[src/rtl/button_event_pkg.sv]
// Shared types and constants for the button event stage.
package button_event_pkg;

  // FSM state: waiting for a press, held short of the long threshold, held past it.
  typedef enum logic [1:0] {
    IDLE    = 2'd0,
    PRESSED = 2'd1,
    LONG    = 2'd2
  } btn_state_t;

  localparam int unsigned BTN_COUNT_W = 8;

  // Larger of two cycle counts, used to size-check the hold counter.
  function automatic int unsigned btn_max(input int unsigned a, input int unsigned b);
    return (a > b) ? a : b;
  endfunction

endpackage

[src/rtl/level_edge_detect.sv]
// One-register edge detector for a level already synchronous to clk.
// level_q resets to 0, so a level that is high out of reset reads as a rising edge.
module level_edge_detect (
  input  logic clk,
  input  logic nreset,
  input  logic level,
  output logic level_q,
  output logic rise,
  output logic fall
);

  // Delay the level by one cycle.
  always_ff @(posedge clk or negedge nreset) begin
    if (!nreset) begin
      level_q <= 1'b0;
    end else begin
      level_q <= level;
    end
  end

  // Combinational edges relative to the delayed copy.
  always_comb begin
    rise = level & ~level_q;
    fall = ~level & level_q;
  end

endmodule

[src/rtl/button_event_gen.sv]
// Turns a debounced button level into single-cycle press / release / long-press /
// auto-repeat pulses, plus a wrapping press counter. All outputs are registered.
// `release` and `repeat` are SystemVerilog keywords, so those pulses are exposed as
// release_pulse and repeat_pulse.
// Optional feature: define BUTTON_AUTO_REPEAT_EN to emit repeat_pulse while held
// past the long-press threshold; otherwise repeat_pulse is tied low.
module button_event_gen #(
  parameter int unsigned LONG_CYCLES   = 100_000_000,
  parameter int unsigned REPEAT_CYCLES = 20_000_000,
  parameter int unsigned CNT_W         = 27
) (
  input  logic       clk,
  input  logic       nreset,
  input  logic       level,
  output logic       press,
  output logic       release_pulse,
  output logic       long_press,
  output logic       repeat_pulse,
  output logic       held,
  output logic [7:0] press_count
);

  import button_event_pkg::*;

  // Refuse to elaborate if the hold counter cannot reach either threshold.
  if ((btn_max(LONG_CYCLES, REPEAT_CYCLES) >> CNT_W) != 0) begin : g_cnt_w_check
    $error("CNT_W too narrow for LONG_CYCLES/REPEAT_CYCLES");
  end

  localparam logic [CNT_W-1:0] LONG_LAST = CNT_W'(LONG_CYCLES - 1);
`ifdef BUTTON_AUTO_REPEAT_EN
  localparam logic [CNT_W-1:0] REPEAT_LAST = CNT_W'(REPEAT_CYCLES - 1);
`endif

  logic                   level_q;
  logic                   rise;
  logic                   fall;
  btn_state_t             state;
  logic [CNT_W-1:0]       hold_cnt;
  logic [BTN_COUNT_W-1:0] count_q;

  level_edge_detect u_edge (
    .clk     (clk),
    .nreset  (nreset),
    .level   (level),
    .level_q (level_q),
    .rise    (rise),
    .fall    (fall)
  );

  // held is the same register the edge detector compares against.
  assign held        = level_q;
  assign press_count = count_q;

  // Event FSM; every pulse defaults low so each fires for exactly one cycle.
  // fall is tested first in every held state so it wins over any threshold.
  always_ff @(posedge clk or negedge nreset) begin
    if (!nreset) begin
      state         <= IDLE;
      hold_cnt      <= '0;
      count_q       <= '0;
      press         <= 1'b0;
      release_pulse <= 1'b0;
      long_press    <= 1'b0;
      repeat_pulse  <= 1'b0;
    end else begin
      press         <= 1'b0;
      release_pulse <= 1'b0;
      long_press    <= 1'b0;
      repeat_pulse  <= 1'b0;
      case (state)
        IDLE: begin
          hold_cnt <= '0;
          if (rise) begin
            press   <= 1'b1;
            count_q <= count_q + 1'b1;
            state   <= PRESSED;
          end
        end
        PRESSED: begin
          if (fall) begin
            release_pulse <= 1'b1;
            hold_cnt      <= '0;
            state         <= IDLE;
          end else if (hold_cnt == LONG_LAST) begin
            long_press <= 1'b1;
            hold_cnt   <= '0;
            state      <= LONG;
          end else begin
            hold_cnt <= hold_cnt + 1'b1;
          end
        end
        LONG: begin
          if (fall) begin
            release_pulse <= 1'b1;
            hold_cnt      <= '0;
            state         <= IDLE;
          end else begin
`ifdef BUTTON_AUTO_REPEAT_EN
            if (hold_cnt == REPEAT_LAST) begin
              repeat_pulse <= 1'b1;
              hold_cnt     <= '0;
            end else begin
              hold_cnt <= hold_cnt + 1'b1;
            end
`else
            hold_cnt <= '0;
`endif
          end
        end
        default: begin
          hold_cnt <= '0;
          state    <= IDLE;
        end
      endcase
    end
  end

endmodule

[config.mk]
export PLATFORM = sky130hd
export DESIGN_NAME = button_event_gen
export DESIGN_NICKNAME = d
export VERILOG_FILES = /design/src/rtl/button_event_pkg.sv /design/src/rtl/level_edge_detect.sv /design/src/rtl/button_event_gen.sv
export SDC_FILE = /design/constraint.sdc
export NUM_CORES = 1
export LEC_CHECK = 0
export ABC_AREA = 1
export CELL_PAD_IN_SITES_DETAIL_PLACEMENT = 1
export CELL_PAD_IN_SITES_GLOBAL_PLACEMENT = 1
export CORE_MARGIN = 8
export CORE_UTILIZATION = 45
export CTS_BUF_LIST = sky130_fd_sc_hd__clkbuf_2
export CTS_CLUSTER_SIZE = 28
export DETAILED_ROUTE_END_ITERATION = 12
export PLACE_DENSITY_LB_ADDON = 0.3
export SLEW_MARGIN = 20
export SYNTH_ARGS = -nofsm -noshare
export SYNTH_HDL_FRONTEND = slang
export SYNTH_SLANG_ARGS = --single-unit
[constraint.sdc]
create_clock -name clk -period 1.75 [get_ports clk]
set_clock_uncertainty 0.05 [all_clocks]
set_input_delay 0.175 -clock clk [delete_from_list [all_inputs] [get_ports clk]]
set_output_delay 0.175 -clock clk [all_outputs]
set_load 0.02 [all_outputs]
# Yosys cells after proc, flatten, opt, wreduce, memory -nomap -nowiden
# Cells that the tools add are included.
[word_totals]
reg_bits = 41
latchBits = 0
mem_bits_rw = 0
mem_bits_ro = 0
in_bits = 3
out_inout_bits = 13
mem_count = 0
[classes]
n_addsub = 2
multipliers = 0
n_div = 0
order_cmp = 0
n_eq_ne = 6
shift = 0
mux = 15
bitwise_logic = 4
reduce_logical = 4
[ops]
columns = ["cell", "count"]
rows = [
  ["2-to-1 mux 27 bit", 3],
  ["adder 27 x 1 -> 27 bit (second input constant)", 1],
  ["equality test 27 bit (second input constant)", 1],
  ["adder 8 x 1 -> 8 bit (second input constant)", 1],
  ["2-to-1 mux 2 bit", 4],
  ["2-to-1 mux 1 bit", 7],
  ["one-hot mux 2 bit (3 select lines)", 1],
  ["!= test 2 bit (second input constant)", 2],
  ["!= test 3 bit (second input constant)", 1],
  ["AND reduction 3 bit", 1],
  ["bitwise AND 1 bit", 2],
  ["equality test 2 x 1 -> 1 bit (second input constant)", 1],
  ["equality test 2 bit (second input constant)", 1],
  ["logical NOT 2 bit", 1],
  ["NOT 1 bit", 2],
  ["AND reduction 2 bit", 1],
  ["OR reduction 2 bit", 1],
]

# Logic depth before layout (Yosys ltp)
[logic_depth]
depth_word = 4
mapped_depth = 10

# Hierarchy
# From an unflattened synthesis, not the netlist that was laid out.
[unflattened]
cells_unflattened = 303
hier_area_um2 = 2319.7
[by_module_without_submodules]
columns = ["module", "n_inst", "cells_each", "area_each_um2", "seq_area_each_um2"]
rows = [
  ["button_event_gen", 1, 298, 2279.7, 1001.0],
  ["level_edge_detect", 1, 5, 40.0, 25.0],
]

# Worst setup path before layout
# OpenSTA, ideal clock, no wires.
[synth_timing]
kind = "register -> register"
startpoint = "reg state[0]"
endpoint = "reg count_q[7], in the netlist press_count[7]"
setup_time_ps = 128
arrival_time_ps = 1358
t_required_ps = 1572
slack_ps = 213
path_stages_with_launch = 7
n_path_buf = 0
period_less_slack_ps = 1537
cell_sequence = "dfrtp_1 inv_1 ha_1 nand3_1 nor3b_1 nand3_1 xnor2_1"
[synth_via]
elab_chain_len = 2
[synth_lines]
columns = ["item", "line_no", "rtl"]
rows = [
  ["start, declared", "button_event_gen.sv:38", "btn_state_t state;"],
  ["start signal, assigned", "button_event_gen.sv:59", "state <= IDLE;"],
  ["start signal, assigned", "button_event_gen.sv:77", "state <= PRESSED;"],
  ["start signal, assigned", "button_event_gen.sv:84", "state <= IDLE;"],
  ["logical NOT 2 bit", "button_event_gen.sv:71", "case (state)"],
  ["AND reduction 2 bit (no line)", "-", ""],
  ["end signal, assigned", "button_event_gen.sv:76", "count_q <= count_q + 1'b1;"],
  ["end, declared", "button_event_gen.sv:40", "logic [BTN_COUNT_W-1:0] count_q;"],
]
# Every way passes these cells.
# A chain may end at the register's enable or synchronous reset.

# Final worst setup path
[layout_timing]
startpoint = "reg count_q[7], in the netlist press_count[7]"
endpoint = "out press_count[7]"
[layout_rtl]
columns = ["item", "line_no", "rtl"]
rows = [
  ["end, declared", "button_event_gen.sv:20", "output logic [7:0] press_count"],
]
# No word-level cell between the ends.

==> run metrics <==
cell depth of the worst flop-to-flop path 9; Setup Viol. Count Final 0; combinational power share 30.5%; Fillers 654; Hold/Removal Path Class primary input to async pin; pin count of the biggest net entering global routing 23; Overflow after GRT 0; clk root buf clkbuf_2; Initial Util 46.50%; Yosys warning count 0; clock-pin slew on the worst setup and hold paths approximately 0.24 ns; first-pass GRT wire length 10520 um; core area 5075 um^2; vias in the first global route 2220; Switch Pwr approximately 0.87 mW; Switching Fraction between 30% and 40%; critical path's top delay family buffers and inverters; clk_lat worst skew approximately 0.42 ns; crit path cell chain clkdlybuf4s50_1; FP Rows 26; Initial DRC Count 120; Slew @ Worst Pin about 0.55 ns; Fin. Hold Viols 0; DRC 0; Clock power frac 20.0%; Crit. path cell count 1; total power 2.292 mW; n_diodes 0; Mapped Cells 306; CP required between 1.5 and 2 ns; Via-to-Cell Ratio approximately 5.0; crit path DAT 1.46 ns; Yosys reg bits just over 40; Max FO, Critical Path 2; synthesized cell area about 2400 um^2; P&R area growth vs syn 17.66%; WL final roughly 6400 um; number of synthesized flops with an enable pin 0; layout cells sized above 1 approximately 15%; die width 88.42 um; routed via count about 2k; syn_nets approximately 310; Critical Path Slowest Stage Cell clkdlybuf4s50_1; fin util 54.71%; max_slew headroom between 60% and 70%; Internal 1.419 mW; Tmin final approximately 1.7 ns; Die Y about 90 um; Slew Limit Fails 0; IO Port Bufs 14; die area slightly below 8000 um^2; Syn Area/Cell slightly below 8 um^2; critical path endpoint category primary output; Top FF cell, synth dfrtp_1; Synth area leaders dfrtp_1 (43%), nor2_1 (11%), nand2_1 (10%); Routed Antenna Nets 0; TritonRoute pass-1 iters 4; Sequential Power Share 49.5%; DR WL/cell between 15 and 20 um; gpl congestion 0.8581; Max-Cap Viols 0; CTS Buf Count 5; CTS Buffer Depth 2; gr usage total 17.49%; # H-tree levels 2; initial antenna violation count 0; peak supply drop 0.5908 mV; sequential share of the synthesized area around 43%; CP Launch Type flop; Yosys top cell by area dfrtp_1; fraction of registers with async set/reset between 90% and 100%; I/O Pins 16; Sink Count a little over 40; Leak approximately 1.3 nW; nets 347; CTS tree built; Power Density 825.4 nW/um^2; crit path kind flop to primary output; fmax about 0.59 GHz; DP HPWL 4845 um; setup slack, reg-to-reg roughly 0.090 ns; FF-to-FF End hold_cnt[12]$_DFF_PN0_; library cells used by synthesis 27; status complete, no violations; reg-to-reg critical path startpoint hold_cnt[10]$_DFF_PN0_; area fraction of the dominant cell type after synthesis roughly 43%; Buf/Inv on CP 1; Final Cycle Share between 90% and 100%; Worst path max stage delay 0.61 ns
through the flow:
stage	hold slack [ns]	instances	setup TNS, ns	area [um^2]	setup slack, ns
after global placement	0.1499	395	0	2641	0.02949
after global routing	0.2055	410	-0.02125	2776	-0.01336
after detailed placement	0.1423	395	-0.1261	2641	-0.09117
after floorplan	-0.1706	306	0	2360	0.2131
after CTS	0.1908	404	0	2703	0.0002365
final	0.1798	410	0	2776	0.06823
cells by family (layout without fill, tap and decap cells):
kind of cell | Yosys count | count (layout) | synth area share, %
xor+xnor | 17 | 17 | 6.310
fa+ha+maj | 5 | 5 | 2.651
other cells | 1 | 1 | 0.1589
buf+inv | 43 | 77 | 7.476
simple gates | 194 | 194 | 38.60
compound gates | 5 | 5 | 1.326
flops | 41 | 41 | 43.48
how the worst max path moves through the flow:
stage / to / from / slack [ns]
2_1_floorplan: press_count[7]$_DFFE_PN0P_ / state[0]$_DFFE_PN0P_ / 0.21
3_3_place_gp: press_count[7]$_DFFE_PN0P_ / level / 0.03
3_5_place_dp: press_count[7]$_DFFE_PN0P_ / level / -0.09
4_1_cts: press_count[6] / press_count[6]$_DFFE_PN0P_ / 0.0002
5_1_grt: hold_cnt[26]$_DFF_PN0_ / hold_cnt[0]$_DFF_PN0_ / -0.01
6_report: press_count[7] / press_count[7]$_DFFE_PN0P_ / 0.07
power by group through the flow:
stage,Clock [mW],Combinational [mW],Sequential (mW)
detailed placement,0,0.696,1.15
finish,0.459,0.698,1.13
floorplan,0,0.347,1.20
global route,0.506,0.774,1.15
global placement,0,0.671,1.14
CTS,0.473,0.679,1.13
registers in the layout, indices dropped and copies added, names as in the netlist:
signal,count
press_count,8
release_pulse,1
hold_cnt,27
press,1
state,2
long_press,1
u_edge.level_q,1
cell usage in the layout, fill, tap and decap left out, types with 2 or more instances in the layout:
cell and n:
nand2_2 4, nand3_2 2, clkdlybuf4s50_1 6, xnor2_1 8
dlymetal6s2s_1 3, nand4_1 6, nor3_2 2, buf_12 2
nand2_4 2, inv_1 38, nor2_2 5, dlygate4sd2_1 4
nand3_1 25, clkbuf_2 5, nand2_1 64, nor3_1 6
inv_2 2, a21oi_1 2, xor2_1 9, nor2_1 67
ha_1 4, dfrtp_1 40, nor3b_1 2, buf_4 12
nor2_4 5, nand3_4 2
cell usage after synthesis, types with 3 or more instances:
| master | count |
|---|---|
| nor2_1 | 68 |
| nand2_1 | 64 |
| dfrtp_1 | 41 |
| inv_1 | 38 |
| nand3_1 | 26 |
| xor2_1 | 9 |
| xnor2_1 | 8 |
| nor3_1 | 7 |
| nand4_1 | 6 |
| ha_1 | 5 |
| nor2_4 | 5 |
| nand2_2 | 4 |
| nor2_2 | 4 |
| nor3b_1 | 3 |
per-layer routing:
metal	part of all wire (%)	global-route usage, %	wire length, um	up-vias
li1	-	-	-	1006
met1	45	20.92	2837	1011
met2	50	30.69	3192	36
met3	4.0	3.435	254	7
met4	1.4	5.223	87	0
met5	0	0	0	-
cell type report:
type	count	area [um^2]	share of cell area, %
sequential	41	1027	37.00
timing repair buffer	29	277.8	10.00
clock buffer	5	25.02	0.9013
inverter	40	150.1	5.408
multi-input combinational	222	1187	42.77
clock inverter	3	21.27	0.7661
tap	70	87.58	3.155
repair_timing:
item                                    CTS  global route
gates resized for setup                   6             8
endpoints found under the setup margin    7            15
pin swaps                                 0             2
buffers inserted                          0             6
hold buffers                              1             0
hold endpoints to repair                 21             0
Power figures use the tool's default switching activity.
